[src/rtl/shiftin_rx_if.sv]
// Serial-in receiver bus: three asynchronous serial lines in, one parallel frame out.
// Handshake: data_rdy_o is a one-cycle valid pulse with no ready; data_o is held between pulses.
interface shiftin_rx_if #(
    parameter int WIDTH = 16
);
    logic             ser_i;
    logic             sclk_i;
    logic             lclk_i;
    logic [WIDTH-1:0] data_o;
    logic             data_rdy_o;
    logic             frame_err_o;

    modport master (
        output ser_i, sclk_i, lclk_i,
        input  data_o, data_rdy_o, frame_err_o
    );

    modport slave (
        input  ser_i, sclk_i, lclk_i,
        output data_o, data_rdy_o, frame_err_o
    );
endinterface

[src/rtl/shiftin_rx.sv]
// MSB-first serial frame receiver with synchronized shift/latch clock lines.
// Optional frame length check: define SHIFTIN_FRAME_CHECK_EN to reject frames whose bit count != WIDTH.
module shiftin_rx #(
    parameter int WIDTH       = 16,
    parameter int SYNC_STAGES = 2
) (
    input logic         clk_i,
    input logic         reset_ni,
    shiftin_rx_if.slave bus
);
    localparam int             CW       = $clog2(WIDTH + 2);
    localparam logic [CW-1:0]  CNT_FULL = CW'(WIDTH);
    localparam logic [CW-1:0]  CNT_SAT  = CW'(WIDTH + 1);

    logic [SYNC_STAGES-1:0] ser_sync;
    logic [SYNC_STAGES-1:0] sclk_sync;
    logic [SYNC_STAGES-1:0] lclk_sync;
    logic [SYNC_STAGES-1:0] fill;
    logic                   sclk_hist;
    logic                   lclk_hist;
    logic                   sclk_armed;
    logic                   lclk_armed;
    logic [WIDTH-1:0]       shift_q;
    logic [WIDTH-1:0]       data_q;
    logic [CW-1:0]          count_q;
    logic [CW-1:0]          count_bit;
    logic                   load_q;
    logic                   data_rdy_q;
    logic                   ser_s;
    logic                   sclk_s;
    logic                   lclk_s;
    logic                   settled;
    logic                   sclk_rise;
    logic                   lclk_rise;
    logic                   accept;

    assign ser_s   = ser_sync[SYNC_STAGES-1];
    assign sclk_s  = sclk_sync[SYNC_STAGES-1];
    assign lclk_s  = lclk_sync[SYNC_STAGES-1];
    // The reset-cleared synchronizer zeros are not real samples; arm only once real samples emerge.
    assign settled = fill[SYNC_STAGES-1];

    always_comb begin
        sclk_rise = sclk_s & ~sclk_hist & sclk_armed;
        lclk_rise = lclk_s & ~lclk_hist & lclk_armed;
        count_bit = count_q;
        if (sclk_rise && (count_q != CNT_SAT)) begin
            count_bit = count_q + 1'b1;
        end
`ifdef SHIFTIN_FRAME_CHECK_EN
        accept = (count_bit == CNT_FULL);
`else
        accept = 1'b1;
`endif
    end

    always_ff @(posedge clk_i) begin
        if (!reset_ni) begin
            ser_sync   <= '0;
            sclk_sync  <= '0;
            lclk_sync  <= '0;
            fill       <= '0;
            sclk_hist  <= 1'b0;
            lclk_hist  <= 1'b0;
            sclk_armed <= 1'b0;
            lclk_armed <= 1'b0;
            shift_q    <= '0;
            count_q    <= '0;
            load_q     <= 1'b0;
            data_rdy_q <= 1'b0;
            data_q     <= '0;
        end else begin
            ser_sync   <= {ser_sync[SYNC_STAGES-2:0], bus.ser_i};
            sclk_sync  <= {sclk_sync[SYNC_STAGES-2:0], bus.sclk_i};
            lclk_sync  <= {lclk_sync[SYNC_STAGES-2:0], bus.lclk_i};
            fill       <= {fill[SYNC_STAGES-2:0], 1'b1};
            sclk_hist  <= sclk_s;
            lclk_hist  <= lclk_s;
            sclk_armed <= sclk_armed | (settled & ~sclk_s);
            lclk_armed <= lclk_armed | (settled & ~lclk_s);
            if (sclk_rise) begin
                shift_q <= (shift_q << 1) | WIDTH'(ser_s);
            end
            count_q    <= lclk_rise ? '0 : count_bit;
            // Latch is staged one cycle so a same-cycle sclk bit is already in shift_q.
            load_q     <= lclk_rise & accept;
            data_rdy_q <= load_q;
            if (load_q) begin
                data_q <= shift_q;
            end
        end
    end

`ifdef SHIFTIN_FRAME_CHECK_EN
    logic reject_q;
    logic frame_err_q;

    always_ff @(posedge clk_i) begin
        if (!reset_ni) begin
            reject_q    <= 1'b0;
            frame_err_q <= 1'b0;
        end else begin
            reject_q    <= lclk_rise & ~accept;
            frame_err_q <= reject_q;
        end
    end

    assign bus.frame_err_o = frame_err_q;
`else
    assign bus.frame_err_o = 1'b0;
`endif

    assign bus.data_o     = data_q;
    assign bus.data_rdy_o = data_rdy_q;
endmodule

[src/flat_wrapper.sv]
// flat-port wrapper written by rule: the top's interface ports become plain ports
module shiftin_rx_flat 
#(
    parameter int WIDTH       = 16,
    parameter int SYNC_STAGES = 2
)
  (clk_i, reset_ni, bus_ser_i, bus_sclk_i, bus_lclk_i, bus_data_o, bus_data_rdy_o, bus_frame_err_o);
  shiftin_rx_if #(.WIDTH(WIDTH)) bus_i ();
  input logic clk_i;
  input logic reset_ni;
  input wire logic [$bits(bus_i.ser_i)-1:0] bus_ser_i;
  input wire logic [$bits(bus_i.sclk_i)-1:0] bus_sclk_i;
  input wire logic [$bits(bus_i.lclk_i)-1:0] bus_lclk_i;
  output wire logic [$bits(bus_i.data_o)-1:0] bus_data_o;
  output wire logic [$bits(bus_i.data_rdy_o)-1:0] bus_data_rdy_o;
  output wire logic [$bits(bus_i.frame_err_o)-1:0] bus_frame_err_o;
  assign bus_i.ser_i = bus_ser_i;
  assign bus_i.sclk_i = bus_sclk_i;
  assign bus_i.lclk_i = bus_lclk_i;
  assign bus_data_o = bus_i.data_o;
  assign bus_data_rdy_o = bus_i.data_rdy_o;
  assign bus_frame_err_o = bus_i.frame_err_o;
  shiftin_rx #(.WIDTH(WIDTH), .SYNC_STAGES(SYNC_STAGES)) u_core (.clk_i(clk_i), .reset_ni(reset_ni), .bus(bus_i));
endmodule
[config.mk]
export PLATFORM = sky130hd
export DESIGN_NAME = shiftin_rx_flat
export DESIGN_NICKNAME = d
export VERILOG_FILES = /design/src/rtl/shiftin_rx_if.sv /design/src/rtl/shiftin_rx.sv /design/src/flat_wrapper.sv
export SDC_FILE = /design/constraint.sdc
export NUM_CORES = 1
export LEC_CHECK = 0
export CAP_MARGIN = 20
export CORE_ASPECT_RATIO = 1.2
export CORE_MARGIN = 3
export CORE_UTILIZATION = 49
export CTS_CLUSTER_DIAMETER = 150
export DETAILED_ROUTE_END_ITERATION = 10
export PLACE_DENSITY = 0.7
export SYNTH_ARGS = -nofsm -noshare
export SYNTH_HDL_FRONTEND = slang
export SYNTH_SLANG_ARGS = --single-unit
[constraint.sdc]
create_clock -name clk_i -period 1.2 [get_ports clk_i]
set_clock_uncertainty 0.05 [all_clocks]
set_input_delay 0.18 -clock clk_i [delete_from_list [all_inputs] [get_ports clk_i]]
set_output_delay 0.18 -clock clk_i [all_outputs]
set_load 0.03 [all_outputs]
## After elaboration in Yosys (flattened, before gate mapping)

Index checks and enable logic that the tools add are counted.

| cells by class | value |
|---|---|
| bitwise gates (word level) | 13 |
| muxes and demuxes | 1 |

Operators by type and width:

| operator | count |
|---|---|
| OR 16 x 1 -> 16 bit | 1 |
| AND 1 bit | 6 |
| NOT 1 bit | 4 |
| OR 1 bit | 2 |
| 2-to-1 mux 1 bit | 1 |

| word-level totals | value |
|---|---|
| word-level logic and storage cells | 27 |
| output and inout port bits | 18 |
| register bits | 46 |
| bits of input ports | 5 |

## Logic depth before layout (Yosys ltp)

Gate-level depths: netlist of the first run.

| depth | value |
|---|---|
| depth in word-level cells | 3 |
| mapped depth | 4 |
| depth with buffers taken out | 2 |

## Worst setup path after synthesis of the first run

Ideal clock, no wire load.

| path | value |
|---|---|
| path type | register to register |
| start | register u_core.load_q |
| end | register u_core.data_q[0], in the netlist u_core.bus.data_o[0] |
| path slack | 0.197 ns |
| data arrival time | 0.837 ns |
| library setup time | 0.116 ns |
| data required time | 1.034 ns |
| path buffers | 2 |
| cell stages (with the launch flop) | 5 |
| clock period less this slack | 1.003 ns |
| cell sequence | dfxtp_1 > buf_4 > buf_6 > mux2i_1 > nor2b_1 |

RTL lines:

| element | line | text |
|---|---|---|
| from (decl) | shiftin_rx.sv:27 | `logic load_q;` |
| from (signal assigned) | shiftin_rx.sv:86 | `load_q <= lclk_rise & accept;` |
| to (signal assigned) | shiftin_rx.sv:89 | `data_q <= shift_q;` |
| to (decl) | shiftin_rx.sv:24 | `logic [WIDTH-1:0] data_q;` |

## Worst setup path in the final report of the first run

| path | value |
|---|---|
| start | register u_core.data_q[3], in the netlist u_core.bus.data_o[3] |
| end | output bus_data_o[3] |

RTL lines:

| element | line | text |
|---|---|---|
| to (decl) | flat_wrapper.sv:14 | `output wire logic [$bits(bus_i.data_o)-1:0] bus_data_o;` |

No word-level cell between the ends.

==> summary.txt, run 1 <==
Status
  • Status: finished, final reports clean

Logic synthesis
  • Post-synth EDFFs: 0
  • Register bit total from synthesis: 46
  • Syn nets: 143
  • Area contributors post-synth: dfxtp_1 (58%), mux2i_1 (20%), nor2b_1 (7.1%)
  • Post-synthesis sequential area ratio: 0.577
  • Most frequent cell after synthesis: dfxtp_1
  • Cells after Synth: 138
  • Commonest cells post-synth: dfxtp_1 (46), mux2i_1 (32), nor2b_1 (18), nand2_1 (17), and2_1 (10)
  • Post-synth top area share: 0.577
  • Warnings, synthesis: 0
  • Synth Cell Area: 1600 um^2
  • Area leader, netlist: dfxtp_1
  • Syn avg cell area: 11.6 um^2
  • Fraction of registers with async set/reset: 0
  • Netlist cell types: 14
  • Synth Flop Type: dfxtp_1

Detailed routing
  • TritonRoute pass-1 iters: 4
  • Drt drc: 0
  • ANT nets after route: 0
  • Vias/cell: 4.76
  • 1st-iter DRT viols: 12
  • Detail-routed net length per standard cell: 11.8 um
  • Vias post-DR: 943
  • DRT Wirelength: 2340 um

GRT
  • Pin count of the biggest net entering global routing: 18
  • GRT Total Usage: 0.139
  • Initial antenna violation count: 0
  • Vias in the first global route: 890
  • First-pass GRT wire length: 4020 um
  • Overflow after GRT: 0

Timing
  • Crit path time final: 1.12 ns
  • Final-report setup violation count: 0
  • Period utilisation layout: 0.934
  • Hold Vio Cnt, Final: 0
  • Max Slew Vio Count: 0
  • RSZ-0062 raised after global routing: no
  • Max Fclk: 892 MHz
  • Fin Setup TNS: 0 ns

Critical path
  • RR Endpoint: u_core.shift_q[0]
  • R2R cell count: 3
  • Critical Path End Type: primary output
  • Levels on crit path: 1
  • CP startpoint: u_core.bus.data_o[3]
  • Worst path bufs/invs: 1
  • Worst r2r src: u_core.sclk_armed
  • Critical path capture point: bus_data_o[3]
  • Slowest cell on crit path: dfxtp_1
  • CP top delay family: flip-flops
  • Crit-path max FO: 2
  • R2r setup slk: 0.15 ns
  • Critical Path AT: 0.89 ns
  • WS Path Type: flop to primary output
  • Worst-path cell chain: buf_4
  • Startpoint types: flop
  • Crit path largest cell delay: 0.37 ns
  • Required @ worst endpoint: 0.97 ns

Power
  • Total power: 2.37 mW
  • Peak supply drop: 0.000919 V
  • PD cells: 1290 nW/um^2
  • Leakage: 0.791 nW

Clocking
  • CTS Hold Bufs: 0
  • Worst skew pair latency: 0.35 ns
  • Max Buffers Root-to-Sink: 2
  • Worst-path clk slew: 0.12 ns
  • Post-CTS Resized: 0
  • TritonCTS clock tree: yes
  • Htree depth: 2
  • Num CTS Buffers: 5
  • Setup Fix Bufs, Post-CTS: 0
  • Root buf cell: clkbuf_4
  • Clk sinks: 46

Die
  • Core area: 3080 um^2
  • Row Count: 22
  • Die Span X: 58.1 um
  • # IOs: 23
  • Initial core utilization: 0.517
  • Die Y: 68.5 um
  • Die area: 3980 um^2

Cells and area
  • Area delta synth->final: 15.2%
  • # diodes: 0
  • Nets: 166
  • Layout cells sized above 1: 0.179
  • Post-Layout Cell Count: 198
  • Post-Route Utilization: 0.596

Placement
  • Port buffer count: 21
  • Placed Cells incl. Taps: 190
  • HPWL after detailed placement: 1650 um
  • Gpl congestion: 0.687

Hold path
  • Hold Path Class: input pin to flop

Job
  • Max-Cap Viols: 0
==> layout by cell type, fill, tap and decap left out <==
master,Yosys,layout
and2_1,10,10
and3b_1,1,1
buf_12,1,1
buf_4,2,21
clkbuf_1,2,1
clkbuf_4,0,5
clkbuf_8,0,1
clkdlybuf4s50_1,0,4
clkinv_2,0,1
conb_1,1,1
dfxtp_1,46,46
mux2i_1,32,32
nand2_1,17,17
nand3b_1,1,1
nor2b_1,18,18
o21a_1,2,2
==> stage by stage <==
stage / hold slack (ns) / area [um^2] / worst slack (ns)
2_1_floorplan: 0.158 / 1600 / 0.197
3_3_place_gp: 0.368 / 1780 / -0.0348
3_5_place_dp: 0.370 / 1780 / -0.114
4_1_cts: 0.331 / 1840 / 0.0638
5_1_grt: 0.329 / 1840 / 0.00135
6_report: 0.346 / 1840 / 0.0794
==> how the worst min path moves through the flow <==
stage	start	slack, ns	cells past startpoint	to
3_3_place_gp	u_core.sclk_sync[0]	0.37	1	u_core.sclk_sync[1]
2_1_floorplan	reset_ni	0.16	0	u_core.fill[0]
5_1_grt	bus_sclk_i	0.33	2	u_core.sclk_sync[0]
6_report	bus_lclk_i	0.35	2	u_core.lclk_sync[0]
3_5_place_dp	u_core.sclk_sync[0]	0.37	1	u_core.sclk_sync[1]
4_1_cts	bus_lclk_i	0.33	2	u_core.lclk_sync[0]
==> per-layer routing <==
metal  wire length, um  GRT usage  part of all wire
met3               109     0.0503             0.047
met2              1160      0.229              0.50
met5                 0          0                 0
met4                56     0.0783             0.024
met1              1020      0.157              0.43
==> sequential cells by signal (all words and copies together), names as in the netlist, 2 cells and up <==
name and cells:
u_core.ser_sync 2, u_core.shift_q 16, u_core.fill 2, u_core.sclk_sync 2, u_core.bus.data_o 16, u_core.lclk_sync 2
==> cell families after synthesis <==
group,Yosys count,synth area share
buffers and inverters,10,0.0502
other,1,0.00235
flip-flops,46,0.577
AO/OA/AOI/OAI,2,0.00941
AND/OR/NAND/NOR,47,0.160
multiplexers,32,0.201
==> final cells by class <==
| class | count | area, um^2 |
|---|---|---|
| multi-input cells | 82 | 594 |
| fillers | 277 | 1240 |
| clock inverters | 1 | 5.00 |
| flip-flops and latches | 46 | 921 |
| repair buffers | 26 | 218 |
| well taps | 36 | 45.0 |
| clock buffers | 7 | 55.1 |
==> report_power, final <==
part	switching, mW	total (mW)	internal (mW)
clock network	0.450	0.735	0.285
logic	0.0352	0.0774	0.0422
registers	0.00696	1.55	1.55
total	0.493	2.37	1.87
(Power assumes the default switching activity.)
==> inputs of run 2 (changes only) <==
TNS_END_PERCENT = 100   (was not set)
==> results of run 2 <==
Final layout, timing and power as in run 1 (identical DEF).
